[config.mk]
export PLATFORM = sky130hd
export DESIGN_NAME = alu_result_stage
export DESIGN_NICKNAME = d
export VERILOG_FILES = /design/src/rtl/alu_result_stage.sv
export SDC_FILE = /design/constraint.sdc
export NUM_CORES = 1
export LEC_CHECK = 0
export BUFFER_PORTS_ARGS = -buffer_cell sky130_fd_sc_hd__buf_2
export CORE_MARGIN = 2
export CORE_UTILIZATION = 52
export DETAILED_ROUTE_END_ITERATION = 7
export GPL_TIMING_DRIVEN = 0
export PLACE_DENSITY = 0.87
export SETUP_SLACK_MARGIN = 0.1
export SYNTH_ARGS = -nofsm -noshare
export SYNTH_HDL_FRONTEND = slang
export SYNTH_SLANG_ARGS = --single-unit
[constraint.sdc]
create_clock -name clk -period 1.8 [get_ports clk]
set_clock_uncertainty 0.15 [all_clocks]
set_input_delay 0.45 -clock clk [delete_from_list [all_inputs] [get_ports clk]]
set_output_delay 0.45 -clock clk [all_outputs]
set_load 0.01 [all_outputs]
[src/rtl/alu_result_stage.sv]
// Two-entry result buffer behind the ALU logic stage: captures result plus Z/N/C/V
// flags at push time and presents the oldest entry with a valid/ready handshake.
module alu_result_stage #(
  parameter int N = 4
) (
  input  logic         clk,
  input  logic         rst_n,
  input  logic         in_valid,
  output logic         in_ready,
  input  logic [N-1:0] in_result,
  input  logic         in_carry,
  input  logic         in_ovf,
  output logic         out_valid,
  input  logic         out_ready,
  output logic [N-1:0] out_result,
  output logic         out_z,
  output logic         out_n,
  output logic         out_c,
  output logic         out_v,
  output logic [7:0]   xfer_count
);

  typedef struct packed {
    logic [N-1:0] result;
    logic         z;
    logic         n;
    logic         c;
    logic         v;
  } entry_t;

  entry_t     mem [2];
  entry_t     newEntry, headEntry;
  logic       wrPtr, rdPtr;
  logic [1:0] occ;
  logic       push, pop;

  // Handshakes depend only on occupancy, so in_ready has no path from out_ready.
  assign in_ready  = (occ != 2'd2);
  assign out_valid = (occ != 2'd0);
  assign push      = in_valid & in_ready;
  assign pop       = out_valid & out_ready;

  always_comb begin
    newEntry.result = in_result;
    newEntry.z      = (in_result == '0);
    newEntry.n      = in_result[N-1];
    newEntry.c      = in_carry;
    newEntry.v      = in_ovf;
  end

  assign headEntry  = mem[rdPtr];
  assign out_result = headEntry.result;
  assign out_z      = headEntry.z;
  assign out_n      = headEntry.n;
  assign out_c      = headEntry.c;
  assign out_v      = headEntry.v;

  // Storage is cleared on reset too, so the empty head reads all-zero.
  always_ff @(posedge clk or negedge rst_n) begin
    if (!rst_n) begin
      for (int i = 0; i < 2; i++) mem[i] <= '0;
      wrPtr      <= 1'b0;
      rdPtr      <= 1'b0;
      occ        <= 2'd0;
      xfer_count <= 8'd0;
    end else begin
      if (push) begin
        mem[wrPtr] <= newEntry;
        wrPtr      <= ~wrPtr;
      end
      if (pop) begin
        rdPtr      <= ~rdPtr;
        xfer_count <= xfer_count + 8'd1;
      end
      case ({push, pop})
        2'b10:   occ <= occ + 2'd1;
        2'b01:   occ <= occ - 2'd1;
        default: occ <= occ;
      endcase
    end
  end

endmodule

# Word-level counts from Yosys, hierarchy flattened
# Index checks and enable logic that the tools add are counted.
# word_totals
regBits,28
in_bits,10
out_inout_bits,18
wordCells,40
# op_classes
addsub,3
magnitude_cmp,3
eq_ne,3
muxes,7
n_bitwise,6
n_reduce_logical,4
# op_table
cell,count
$mux W8,4
$bwmux W16,1
$add A8 B1 Y8 const B,1
$demux W8 S1,1
$ge A2 B2 Y1 const B,2
$logic_not A4 Y1,1
$not A1 Y2,2
$pmux W2 S2,1
$reduce_bool A2 Y1,2
$add A2 B1 Y2 const B,1
$and A1 B1 Y1,2
$eq A2 B1 Y1 const B,1
$eq A2 B2 Y1 const B,1
$lt A2 B1 Y1 const B,1
$ne A2 B2 Y1 const B,1
$not A1 Y1,2
$sub A2 B1 Y2 const B,1
$logic_and A1 B1 Y1,1

# Depth between registers and ports, before layout
# Gate-level depths: netlist of run 1.
# logic_depth
ltp_word,6
ltp_mapped,6

# Worst setup path after synthesis of run 1
# OpenSTA, ideal clock, no wires.
# synth_path
path_kind,register -> output
start,register rdPtr
end,output port out_result[3]
arrival_time_ns,1.142
path_slack_ns,0.058
stages_incl_launch_ff,4
path_buffers,2
cell_sequence,dfrtp_1 -> clkbuf_1 -> mux2_2 -> buf_4
# synth_via
elab_chain_len,4
# synth_lines
element,line,rtl
from (decl),33,"logic wrPtr, rdPtr;"
from (signal assigned),72,rdPtr <= ~rdPtr;
$not A1 Y2 (implied by the code),51,assign headEntry = mem[rdPtr];
$mux W8 (implied by the code) (3 in series),51,
to (decl),15,"output logic [N-1:0] out_result,"
# No other way between the ends. The select of a mux whose other input is x is not followed.

# Worst setup path after layout of run 1
# Ends and elaborated chain as after synthesis.

==> results of run 1 <==
==> cell usage after synthesis (all sizes together) <==
master / count / area [um^2]
nand3: 2 / 15.0
xnor2: 8 / 70.1
nor2: 1 / 3.75
buf: 2 / 18.8
inv: 1 / 3.75
nor3: 2 / 10.0
nand2: 8 / 30.0
mux2: 21 / 263
nor4: 2 / 18.8
nand4: 2 / 12.5
ha: 2 / 25.0
clkbuf: 1 / 3.75
xor2: 4 / 35.0
or2: 1 / 6.26
and3b: 1 / 8.76
o21ai: 1 / 8.76
dfrtp: 26 / 651
nand2b: 1 / 13.8
==> worst max-delay path by stage <==
| stage | start | depth (start not counted) | end |
|---|---|---|---|
| after floorplan | occ[0]$_DFFE_PN0P_ | 5 | occ[1]$_DFFE_PN0P_ |
| after CTS | rdPtr$_DFFE_PN0P_ | 4 | out_result[3] |
| after detailed placement | occ[0]$_DFFE_PN0P_ | 6 | occ[1]$_DFFE_PN0P_ |
| after global routing | rdPtr$_DFFE_PN0P_ | 4 | out_result[3] |
| final | rdPtr$_DFFE_PN0P_ | 4 | out_result[3] |
| after global placement | occ[0]$_DFFE_PN0P_ | 5 | occ[1]$_DFFE_PN0P_ |
==> per-stage QoR <==
step / TNS, ps / hold slack, ps / worst slack, ps / total power (uW)
floorplan: 0 / 4.41 / 129 / 1900
global route: -1480 / 219 / -225 / 3210
detailed placement: -53.5 / 310 / -53.5 / 2280
CTS: -1140 / 232 / -180 / 2970
global placement: 0 / 303 / 11.3 / 2210
finish: -1160 / 232 / -184 / 3030
==> sequential cells by signal (all words and copies together) (netlist names) <==
register    cells
xfer_count      8
mem            14
wrPtr           1
occ             2
rdPtr           1
==> layer usage <==
layer	share of wire	GRT usage
met1	0.43	0.250
met4	0.018	0.0921
met5	0	0
met3	0.031	0.0316
met2	0.52	0.312
==> cell families after synthesis <==
logic type	after synthesis	share of synthesized area
AO/OA/AOI/OAI	1	0.00732
adder cells (fa/ha/maj)	2	0.0209
multiplexers	21	0.219
XOR/XNOR	12	0.0878
buffers and inverters	4	0.0219
flip-flops	26	0.543
AND/OR/NAND/NOR	20	0.0993
==> layout make-up <==
class	instances	area [um^2]
buffer	3	37.5
inverter	1	3.75
clock buffer	3	22.5
sequential	26	653
fill	137	593
timing repair buffer	37	289
tap	28	35.0
multi-input combinational	56	557
==> power by group <==
part | internal [uW] | switching (uW)
Combinational | 1070 | 658
Clock | 78.3 | 158
Sequential | 855 | 207
Total | 2000 | 1020
==> critical path, cell delays in order, from the launching register on <==
cell and delay, ps:
dfrtp_1 410, buf_8 140, mux2_4 310, buf_6 120, buf_6 110
==> timing repair <==
action                                  4_1_cts  5_1_grt
hold buffers                                  1        0
hold endpoints to repair                     26        0
buffers inserted                              9        0
cloned                                        0        0
gates resized for setup                      19        5
endpoints found under the setup margin       12       16
pin swaps                                     2        0
==> impl_metrics.json, run 1 <==
{
  "final_common_cell": "dfrtp_1",
  "cap_violations": 0,
  "gp_congestion": 0.696,
  "required_ps": 1200,
  "grt_setup_unrepaired": "true",
  "ir_drop_mv": 1.30,
  "grt_max_degree": 27,
  "drive_gt1_frac": 0.587,
  "instances_no_fill": 154,
  "placed_cell_area_um2": 1370,
  "die_area_um2": 2700,
  "status": "complete, but fails checks",
  "cts_max_level": 1,
  "vias": 786,
  "drc": 0,
  "track_usage": 0.193,
  "holdPathEnd": "mem[0]$_DFFE_PN0P_",
  "post_drt_wl_per_cell_um": 15.1,
  "n_antenna_cell": 0,
  "dp_cells": 141,
  "port_buffers": 27,
  "synth_fp_nets": 98,
  "cp_max_fo": 5,
  "cp-end-kind": "output port",
  "ys_seq_area_frac": 0.543,
  "maxSlewViolCount": 0,
  "rr_worst_depth": 6,
  "die_w_um": 52.0,
  "leakage_uw": 0.000771,
  "setup_viol": 8,
  "routed_wl_um": 2330,
  "violations": "setup timing",
  "ant_nets": 0,
  "final_nets": 140,
  "yosysWarnings": 0,
  "worst_slack_ps": -184,
  "mostFrequentLayoutCells": "dfrtp_1, buf_2, mux2_2, buf_6",
  "hp-start": "in_ovf",
  "syn_area_per_cell_um2": 13.9,
  "worst_pin_slew_ps": 554,
  "finalCritPeriodShare": 1.10,
  "num_io_pins": 28,
  "rows": 17,
  "syn_inst": 86,
  "start_kind": "flip-flop",
  "hold_depth": 2,
  "rrSetupSlack_ps": 120,
  "clock_path_buffers": 2,
  "hp-class": "input port to flip-flop",
  "grt.overflow.total": 0,
  "clk_latency_ps": 310,
  "cts_tree": "built",
  "grt_pass1_vias": 803,
  "first_pass_iters": 4,
  "reg2reg_to": "mem[9]$_DFFE_PN0P_",
  "cts_sinks": 26,
  "postLayoutCoreUtil": 0.729,
  "numCtsBuffers": 3,
  "cts_root_buf": "clkbuf_4",
  "core_um2": 2190,
  "drt_iter0_drc": 9,
  "grt_pass1_wl_um": 3710,
  "max_freq_ghz": 0.504,
  "via_per_inst": 5.10,
  "cp.arrival_ps": 1380,
  "synth-seq-cells": 26,
  "cellPowerDensity_nw_per_um2": 1890,
  "start_util": 0.547,
  "clkTransAtPathRegs_ps": 130,
  "syn_to_final_growth_pct": 33.4,
  "path_class": "flip-flop to output port",
  "final-hold-violation-count": 0,
  "ys_types": 22,
  "min_period_ps": 1980,
  "hpwl_um": 1560,
  "fin_area_um2": 1600,
  "antenna_found_initial": 0,
  "slew_headroom": 0.631,
  "syn_area_um2": 1200,
  "r2r_start": "occ[0]$_DFFE_PN0P_",
  "die_h_um": 52.0
}
No activity file was read; power rests on OpenSTA's default activity.
==> run 2, diff against run 1 <==
--- a/config.mk
+++ b/config.mk
@@ -10,8 +10,9 @@
 export CORE_UTILIZATION = 52
 export DETAILED_ROUTE_END_ITERATION = 7
 export GPL_TIMING_DRIVEN = 0
-export PLACE_DENSITY = 0.87
+export PLACE_DENSITY = 0.78
 export SETUP_SLACK_MARGIN = 0.1
+export SLEW_MARGIN = 5
 export SYNTH_ARGS = -nofsm -noshare
 export SYNTH_HDL_FRONTEND = slang
 export SYNTH_SLANG_ARGS = --single-unit
==> run 2 against run 1 <==
The flow still finishes with violations (setup timing). Die area stayed put. Count of clock-buffer cells in the layout grew 1. Sequential share of layout area barely moved. Via count is 0.51% lower. Worst setup slack lost 2.4 ps. Utilization rose by 0.057 points. Sequential power about the same.
==> impl_metrics.json, run 2 (synthesis results as in run 1) <==
{
  "status": "complete, but fails checks",
  "violations": "setup timing",
  "pwr-share-seq": 0.347,
  "p_sw_uw": 1000,
  "setup_viol": 8,
  "hold_ws_ps": 214,
  "required_ps": 1200,
  "dp_cells": 141,
  "cp-end-kind": "output port",
  "die_w_um": 52.0,
  "clk_latency_ps": 320,
  "via_per_inst": 5.08,
  "port_buffers": 27,
  "hold_depth": 2,
  "post_drt_wl_per_cell_um": 13.8,
  "routed_wl_um": 2120,
  "grt_pass1_wl_um": 3770,
  "holdPathEnd": "mem[8]$_DFFE_PN0P_",
  "reg2reg_to": "occ[1]$_DFFE_PN0P_",
  "cts_tree": "built",
  "cp.arrival_ps": 1390,
  "rows": 17,
  "swShare": 0.330,
  "hpwl_um": 1460,
  "grt_max_degree": 27,
  "first_pass_iters": 4,
  "mostFrequentLayoutCells": "dfrtp_1, buf_2, mux2_2, buf_6",
  "rrSetupSlack_ps": 200,
  "cts_max_level": 1,
  "drive_gt1_frac": 0.579,
  "pwr-share-comb": 0.558,
  "clock_path_buffers": 2,
  "start_kind": "flip-flop",
  "leakage_uw": 0.000769,
  "hp-class": "input port to flip-flop",
  "cap_violations": 0,
  "clkTransAtPathRegs_ps": 130,
  "ir_drop_mv": 1.08,
  "cts_root_buf": "clkbuf_4",
  "hp-start": "in_ovf",
  "clkPwrFrac": 0.096,
  "numCtsBuffers": 3,
  "postLayoutCoreUtil": 0.730,
  "slew_headroom": 0.634,
  "regMostFlops": "mem",
  "antenna_found_initial": 0,
  "grt_setup_unrepaired": "true",
  "die_area_um2": 2700,
  "finalCritPeriodShare": 1.10,
  "reg.largest.list": "mem: 14 flops, xfer_count: 8 flops, occ: 2 flops",
  "cp_max_fo": 5,
  "ant_nets": 0,
  "die_h_um": 52.0,
  "max_freq_ghz": 0.503,
  "rr_worst_depth": 7,
  "n_antenna_cell": 0,
  "drt_iter0_drc": 9,
  "cellPowerDensity_nw_per_um2": 1900,
  "report.power.total_uw": 3040,
  "grt_pass1_vias": 842,
  "syn_to_final_growth_pct": 33.5,
  "num_io_pins": 28,
  "gp_congestion": 0.712,
  "core_um2": 2190,
  "drc": 0,
  "vias": 782,
  "start_util": 0.547,
  "path_class": "flip-flop to output port",
  "largest_reg_flops": 14,
  "place_ws_ps": -75.7,
  "final_nets": 139,
  "worst_slack_ps": -187,
  "final-hold-violation-count": 0,
  "cts_sinks": 26,
  "grt.overflow.total": 0,
  "worst_pin_slew_ps": 550,
  "track_usage": 0.193,
  "final_common_cell": "dfrtp_1",
  "min_period_ps": 1990,
  "instances_no_fill": 154,
  "internal_power_uw": 2030,
  "r2r_start": "occ[0]$_DFFE_PN0P_",
  "maxSlewViolCount": 0
}
[run 2: final cells by class]
class	count	area (um^2)
inverter	1	3.75
multi-input combinational	56	549
fill	144	592
sequential	26	653
timing repair buffer	36	284
buffer	3	37.5
tap	28	35.0
clock buffer	4	36.3
[run 2: worst max path at each step]
stage | from | end | slack (ps) | cells after the start
5_1_grt | rdPtr$_DFFE_PN0P_ | out_result[1] | -250 | 4
3_5_place_dp | occ[0]$_DFFE_PN0P_ | occ[1]$_DFFE_PN0P_ | -80 | 5
3_3_place_gp | occ[0]$_DFFE_PN0P_ | occ[1]$_DFFE_PN0P_ | 30 | 5
2_1_floorplan | occ[0]$_DFFE_PN0P_ | occ[1]$_DFFE_PN0P_ | 130 | 5
6_report | rdPtr$_DFFE_PN0P_ | out_result[3] | -190 | 4
4_1_cts | rdPtr$_DFFE_PN0P_ | out_z | -200 | 4
[run 2: metrics by stage]
step                area (um^2)  setup TNS, ps
floorplan                  1200              0
global placement           1370              0
detailed placement         1370          -75.7
CTS                        1560          -1390
global route               1600          -1780
finish                     1600          -1260
[run 2: power by group through the flow]
stage	sequential [uW]	clock, uW	combinational (uW)
final	1050	291	1690
after global routing	1090	329	1830
after CTS	1050	300	1620
after detailed placement	1080	0	1200
after global placement	1050	0	1160
after floorplan	1060	0	840
[run 2: per-layer routing]
metal	vias to the layer above	wire length (um)	track usage
met2	14	1080	0.319
met3	4	87	0.0402
li1	373	-	-
met4	0	30	0.0921
met5	-	0	0
met1	391	924	0.241
[run 2: worst max-delay path, cell delays in order (launching register included)]
cell	delay [ps]
dfrtp_1	410
buf_8	140
mux2_4	310
buf_6	120
buf_6	110
[run 2: timing repair]
item                                   in CTS  in global routing
endpoints found under the hold margin      26                  0
setup buffers                               6                  2
hold buffers                                1                  0
setup endpoints to repair                  12                 11
pin swaps                                   3                  2
gates resized for setup                    19                  4
